File: src/rtl/ped_signal_controller.sv
// Pedestrian crossing stage: serves a latched button request at the start of vehicle red.
// Optional `PED_COUNTDOWN_EN builds a remaining-crossing-cycles counter on ped_count.
module ped_signal_controller #(
  parameter int unsigned walk_time    = 15,
  parameter int unsigned flash_time   = 8,
  parameter int unsigned flash_period = 2,
  parameter int unsigned CNT_W        = 8
) (
  input  logic             clk,
  input  logic             reset,
  input  logic             red_light,
  input  logic             yellow_light,
  input  logic             green_light,
  input  logic             ped_button,
  output logic             walk,
  output logic             dont_walk,
  output logic             req_pending,
  output logic             fault,
  output logic [CNT_W-1:0] ped_count
);

  localparam logic [CNT_W-1:0] WALK_LOAD   = CNT_W'(walk_time - 1);
  localparam logic [CNT_W-1:0] FLASH_LOAD  = CNT_W'(flash_time - 1);
  localparam logic [CNT_W-1:0] PERIOD_LAST = CNT_W'(flash_period - 1);

  typedef enum logic [1:0] {IDLE, WALK, FLASH, FAULT} state_t;

  state_t           state;
  logic [CNT_W-1:0] timer;
  logic [CNT_W-1:0] phase_cnt;
  logic             phase;
  logic             btn_s1, btn_s2, btn_s3;
  logic             red_d;
  logic             btn_edge;
  logic             red_rise;
  logic             valid;

  assign btn_edge = btn_s2 & ~btn_s3;
  assign red_rise = red_light & ~red_d;
  assign valid    = $onehot({red_light, yellow_light, green_light});

  // Button synchroniser plus edge-detect stage, and red delay for rise detection
  always_ff @(posedge clk or negedge reset) begin
    if (!reset) begin
      btn_s1 <= 1'b0;
      btn_s2 <= 1'b0;
      btn_s3 <= 1'b0;
      red_d  <= 1'b0;
    end else begin
      btn_s1 <= ped_button;
      btn_s2 <= btn_s1;
      btn_s3 <= btn_s2;
      red_d  <= red_light;
    end
  end

  always_ff @(posedge clk or negedge reset) begin
    if (!reset) begin
      state       <= IDLE;
      walk        <= 1'b0;
      dont_walk   <= 1'b1;
      req_pending <= 1'b0;
      fault       <= 1'b0;
      timer       <= '0;
      phase_cnt   <= '0;
      phase       <= 1'b1;
    end else begin
      if (btn_edge && (state == IDLE || state == FAULT)) req_pending <= 1'b1;
      if (!valid) begin
        state     <= FAULT;
        walk      <= 1'b0;
        dont_walk <= 1'b1;
        fault     <= 1'b1;
        timer     <= '0;
        phase_cnt <= '0;
      end else begin
        fault <= 1'b0;
        case (state)
          IDLE: begin
            if (red_rise && req_pending) begin
              state     <= WALK;
              walk      <= 1'b1;
              dont_walk <= 1'b0;
              timer     <= WALK_LOAD;
            end
          end
          WALK: begin
            if (!red_light) begin
              state     <= IDLE;
              walk      <= 1'b0;
              dont_walk <= 1'b1;
              timer     <= '0;
            end else if (timer == '0) begin
              state     <= FLASH;
              walk      <= 1'b0;
              dont_walk <= 1'b1;
              timer     <= FLASH_LOAD;
              phase     <= 1'b1;
              phase_cnt <= '0;
            end else begin
              timer <= timer - CNT_W'(1);
            end
          end
          FLASH: begin
            if (!red_light) begin
              state     <= IDLE;
              dont_walk <= 1'b1;
              timer     <= '0;
            end else if (timer == '0) begin
              state       <= IDLE;
              dont_walk   <= 1'b1;
              req_pending <= 1'b0;
            end else begin
              timer <= timer - CNT_W'(1);
              if (phase_cnt == PERIOD_LAST) begin
                phase     <= ~phase;
                dont_walk <= ~phase;
                phase_cnt <= '0;
              end else begin
                phase_cnt <= phase_cnt + CNT_W'(1);
              end
            end
          end
          FAULT: begin
            state     <= IDLE;
            walk      <= 1'b0;
            dont_walk <= 1'b1;
          end
        endcase
      end
    end
  end

`ifdef PED_COUNTDOWN_EN
  localparam logic [CNT_W-1:0] TOTAL_LEN = CNT_W'(walk_time + flash_time);

  // Remaining crossing cycles simply count down by one from crossing start to the last FLASH cycle
  always_ff @(posedge clk or negedge reset) begin
    if (!reset) begin
      ped_count <= '0;
    end else if (!valid) begin
      ped_count <= '0;
    end else begin
      case (state)
        IDLE:        ped_count <= (red_rise && req_pending) ? TOTAL_LEN : '0;
        WALK, FLASH: ped_count <= (!red_light || (state == FLASH && timer == '0)) ? '0
                                                                                  : ped_count - CNT_W'(1);
        default:     ped_count <= '0;
      endcase
    end
  end
`else
  assign ped_count = '0;
`endif

endmodule

File: config.mk
export PLATFORM = sky130hd
export DESIGN_NAME = ped_signal_controller
export DESIGN_NICKNAME = d
export VERILOG_FILES = /design/src/rtl/ped_signal_controller.sv
export SDC_FILE = /design/constraint.sdc
export NUM_CORES = 1
export LEC_CHECK = 0
export CORE_MARGIN = 1.5
export CORE_UTILIZATION = 45
export CTS_CLUSTER_SIZE = 8
export DETAILED_ROUTE_END_ITERATION = 8
export HOLD_SLACK_MARGIN = 0.15
export PLACE_DENSITY_LB_ADDON = 0.08
export SYNTH_ARGS = -nofsm -noshare
export SYNTH_HDL_FRONTEND = slang
export SYNTH_SLANG_ARGS = --single-unit
export TNS_END_PERCENT = 30
File: constraint.sdc
create_clock -name clk -period 2.26 [get_ports clk]
set_input_delay 0.452 -clock clk [delete_from_list [all_inputs] [get_ports clk]]
set_output_delay 0.452 -clock clk [all_outputs]
set_load 0.005 [all_outputs]
# Yosys cells after proc, flatten, opt, wreduce, memory -nomap -nowiden
# Index checks and enable logic that the tools add are counted.
# totals
register_bits,27
memories,0
latchBits,0
romBits,0
ramBits,0
output_inout_bits,12
# op_classes
muxes,44
bitwise,5
n_lt_le_gt_ge,0
div_mod_pow,0
reduce_logical,12
addsub,4
eq_ne,22
n_mul,0
shift,0
# op_table
cell,count
two-way mux 8 bit,12
case mux 8 bit (3 select lines),1
two-way mux 1 bit,20
case mux 8 bit (2 select lines),1
two-way mux 2 bit,6
"inequality test 3 bit, second input constant",4
"inequality test 4 bit, second input constant",3
AND reduction 3 bit,4
"inequality test 2 bit, second input constant",5
"adder 8 x 1 -> 8 bit, second input constant",1
"== test 8 x 1 -> 1 bit, second input constant",1
zero test 8 bit,1
"inequality test 4 x 1 -> 1 bit, second input constant",2
case mux 2 bit (4 select lines),1
"subtractor 8 x 1 -> 8 bit, second input constant",1
AND reduction 7 bit,1
"inequality test 5 bit, second input constant",1
AND reduction 5 bit,1
"== test 2 x 1 -> 1 bit, second input constant",2
"== test 2 bit, second input constant",2
case mux 1 bit (4 select lines),1
"inequality test 3 x 1 -> 1 bit, second input constant",1
"inequality test 3 x 2 -> 1 bit, second input constant",1
inverter 1 bit,3
9 further kinds,11

# Logic depth before layout (Yosys ltp)
# logic_depth
word_depth,8
mapped_depth,8
depth_no_buf,6

# Least setup slack after synthesis
# Ideal clock, no wire load.
# synth_path
path_kind,input-to-reg
startpoint,input red_light
endpoint,register dont_walk
setup_slack_ns,-0.027
path_buffers,0
setup_ns,0.085
arrival_time_ns,2.202
path_stages,6
path_cell_list,fa_1 nor2b_1 inv_2 a211oi_1 a311oi_1 mux2_1
# synth_between
elab_chain_cells,4
elab_cells_between_ends,12
# synth_rtl
item,line,text
from (decl),11,"input logic red_light,"
adder 2 x 1 -> 2 bit (implied by the code) / AND 1 bit (equally long branches),"40, 39",
== test 2 x 1 -> 1 bit / logical AND 1 bit (equally long branches),"40, 80",
"inequality test 5 bit (no source line), or another cell as far along",-,
AND reduction 3 bit (no source line),-,
to (signal assigned),117,dont_walk <= ~phase;
to (decl),16,"output logic dont_walk,"
# Parallel ways exist; a longest one is shown, timed or not.
# A chain may end at the register's enable or synchronous reset.

# Worst setup path in the final report
# layout_path
startpoint,input green_light
endpoint,register timer[7]
# layout_between
elab_chain_cells,5
elab_cells_between_ends,8
# layout_rtl
item,line,text
from (decl),13,"input logic green_light,"
adder 1 x 1 -> 2 bit (implied by the code) *,40,"assign valid = $onehot({red_light, yellow_light, green_light});"
adder 2 x 1 -> 2 bit (implied by the code) *,40,
== test 2 x 1 -> 1 bit *,40,
"inequality test 4 x 1 -> 1 bit (no source line), or another cell as far along",-,
AND reduction 3 bit (no source line),-,
to (signal assigned),101,timer <= timer - CNT_W'(1);
to (signal assigned),114,timer <= timer - CNT_W'(1);
to (decl),29,logic [CNT_W-1:0] timer;
# Mark *: on every way between the ends. The rest lies on a longest branch, timed or not.

==> impl_metrics.tcl <==
set metrics [dict create \
    drt-total-wl_mm 4.689 \
    cp-end-kind "flip-flop" \
    nFillCells 358 \
    hold_path_class "flip-flop to flip-flop" \
    multi_input_area_sq_um 1086 \
    postLayoutCoreUtil_pct 57.25 \
    yosysWarnings 0 \
    ys_seq_area_share_pct 36.60 \
    outcome "finished clean" \
    dieWidth_um 67.17 \
    synth_top_cell_by_area "dfrtp_1" \
    grt_max_degree 28 \
    ys_types 64 \
    root_buffer "clkbuf_8" \
    syn-cell-area_sq_um 1853 \
    die_area_sq_um 4512 \
    setup_viol 0 \
    netlist_instances 189 \
    seq_area_sq_um 678.2 \
    ys_seq_elements 27 \
    drc_errors 0 \
    p_sw_mw 0.5873 \
    initial_core_util_pct 46.66 \
    viasPerCell 5.896 \
    cts_buffers 3 \
    r2r_cells 7 \
    p_int_mw 0.9809 \
    gr-usage-met2_pct 39.36 \
    cts_hold_buf 0 \
    core_sq_um 3971 \
    p_leak_nw 1.054 \
    htree_levels 1 \
    diodes 0 \
    period_share_pct 95.92 \
    grt_pass1_wl_mm 7.879 \
    detailed_place.area_sq_um 2195 \
    routed-via-count 1639 \
    gr-usage-met1_pct 31.05 \
    cts.reportedPaths.clkPinSlew_ns 0.10 \
    cp_max_fo 5 \
    cts_sinks 27 \
    hold_viol 0 \
    cts_buffer_depth 2 \
    grt_pass1_vias 1572 \
    skew_ns 0.005522 \
    cts_tree "yes" \
    place_hpwl_mm 3.494 \
    track_usage_pct 23.07 \
    drv_slew 0 \
    wire_per_inst_um 16.87 \
    holdWs_ns 0.3622 \
    yosys_most_used_dff "dfrtp_1" \
    antenna_found_initial 0 \
    die-height_um 67.17 \
    crit_required_ns 2.43 \
    synth.avg_cell_area_sq_um 9.804 \
    grt_overflow_total 0 \
    combPwrFrac_pct 46.3 \
    rsz0062_at_grt "false" \
    fin_nets 244 \
    drtIter0Drc 94 \
    synth_edf_count 0 \
    synth_area_leaders "dfrtp_1 34%, ha_1 5.4%, buf_4 3.2%" \
    finalCriticalPeriod_ns 2.168 \
    stdcell_area_sq_um 2273 \
    p_seq_share_pct 36.0 \
    max-vdd-ir-drop_v 0.0004205 \
    postRouteAntennaNets 0 \
    num_rows 23 \
    worstSetupEndpoint "timer[7]$_DFFE_PN0P_" \
    worst_slew_pin_slew_ns 0.5382 \
    clock_latency_ns 0.27 \
    hp-start "btn_s1$_DFF_PN0_" \
    grt-busiest-layer "met2" \
    drive_above_1_share_pct 25.00 \
    area_growth_pct 22.69 \
    io_buffers 9 \
    gp_congestion 0.8766 \
    firstDrtPassIters 5 \
    r2r_start "timer[1]$_DFFE_PN0P_" \
    relSlewSlack_pct 63.85 \
    final.setup.tns_ns 0 \
    cp-start-kind "primary input" \
    critPathKind "primary input to flip-flop" \
    grt_use_met3_pct 2.833 \
    cp.arrival_ns 2.33 \
    maxCapViolations 0 \
    clock.fmax_mhz 461.3 \
    postCtsSetupBuffers 0 \
    p_per_area_nw_per_um2 689.8 \
    switching_share_pct 37.45 \
    io_pins 18 \
    synth_top_area_share_pct 33.76 \
    clkPwrFrac_pct 17.7 \
    synthArstFlopShare_pct 100.0 \
    reg2reg_slack_ns 0.16 \
    r2r-end "phase_cnt[2]$_DFFE_PN0P_" \
    worstSetupStartpoint "green_light" \
]
-- kinds of logic (layout without fill, tap and decap cells) --
family / count (synthesis) / count (layout) / share of synthesized area [%]
adder cells (fa/ha/maj): 9 / 9 / 6.482
flip-flops: 27 / 27 / 36.60
multiplexers: 3 / 3 / 1.756
other: 1 / 8 / 0.2024
buffers and inverters: 31 / 63 / 8.507
AO/OA/AOI/OAI: 57 / 57 / 25.52
AND/OR/NAND/NOR: 61 / 61 / 20.93
-- flip-flops by register name, summed over array words and instances (netlist names) --
name / count
btn_s1: 1
btn_s2: 1
btn_s3: 1
dont_walk: 1
fault: 1
phase: 1
phase_cnt: 8
red_d: 1
req_pending: 1
state: 2
timer: 8
walk: 1
-- cell usage in the layout (no fill, tap or decap), drive strengths merged, types with 3 or more instances in the layout --
cell type | synthesis | final
o2111a | 4 | 4
and3 | 4 | 4
nand3b | 3 | 3
nor3 | 10 | 10
clkbuf | 3 | 4
nor4b | 4 | 4
a221o | 4 | 4
conb | 1 | 8
buf | 12 | 34
nand3 | 5 | 5
o21ai | 6 | 6
or3 | 3 | 3
o31ai | 5 | 5
o211ai | 3 | 3
dlygate4sd2 | 0 | 3
a211oi | 7 | 7
a31oi | 4 | 4
clkdlybuf4s50 | 0 | 6
ha | 8 | 8
dfrtp | 25 | 25
nand2 | 8 | 8
nor2 | 10 | 10
nor4 | 3 | 3
a211o | 3 | 3
inv | 16 | 16
-- metrics by stage --
stage          total power [mW]  cells  setup WS (ns)
6_report                  1.568    278        0.09230
5_1_grt                   1.673    278       0.009713
4_1_cts                   1.565    278        0.06863
3_5_place_dp              1.264    274        -0.4630
3_3_place_gp              1.254    274        -0.4087
2_1_floorplan            0.9873    196        0.03319
-- worst max-delay path, cell delays in order --
cell and delay (ns):
dlygate4sd2_1 0.25, fa_1 0.52, nor2b_4 0.16, buf_4 0.15, a31o_4 0.24, or2_4 0.28, a211o_1 0.29
-- Yosys cell counts, types with 3 or more instances --
cell type,count
nand2_1,8
o2111a_1,4
buf_2,3
and3_1,4
ha_1,8
nor2_1,10
nor4_1,3
nor3_1,7
inv_1,15
o31ai_1,5
a31oi_1,4
dfrtp_1,25
clkbuf_1,3
a221o_1,4
o211ai_1,3
buf_4,8
a211o_1,3
o21ai_0,4
nand3b_1,3
or3_1,3
nand3_1,5
a211oi_1,6
-- power groups by stage --
| stage | registers (mW) | clock network [mW] | logic [mW] |
|---|---|---|---|
| after global routing | 0.569 | 0.312 | 0.792 |
| after detailed placement | 0.572 | 0 | 0.692 |
| final | 0.565 | 0.277 | 0.726 |
| after global placement | 0.570 | 0 | 0.684 |
| after CTS | 0.562 | 0.290 | 0.712 |
| after floorplan | 0.575 | 0 | 0.412 |
-- how the worst min path moves through the flow --
stage	to	slack, ns	cells past startpoint
3_5_place_dp	btn_s2$_DFF_PN0_	0.34	0
5_1_grt	btn_s2$_DFF_PN0_	0.38	0
3_3_place_gp	btn_s2$_DFF_PN0_	0.34	0
2_1_floorplan	btn_s1$_DFF_PN0_	0.16	0
4_1_cts	btn_s2$_DFF_PN0_	0.37	0
6_report	btn_s2$_DFF_PN0_	0.36	0
-- final cells by class --
type	count	share of cell area (%)
flip-flops and latches	27	29.83
inverters	16	2.642
multi-input cells	138	47.77
repair buffers	43	15.02
well taps	50	2.752
clock buffers	4	1.981
-- routing by layer --
layer	wire length [um]	share of wire (%)
met3	154	3.3
met1	2158	46
met5	0	0
met4	25	0.53
met2	2351	50
-- repair_timing --
item | CTS | global route
pin swaps | 3 | 0
setup endpoints to repair | 14 | 5
resized for setup | 8 | 2
No activity file was read; power rests on OpenSTA's default activity.
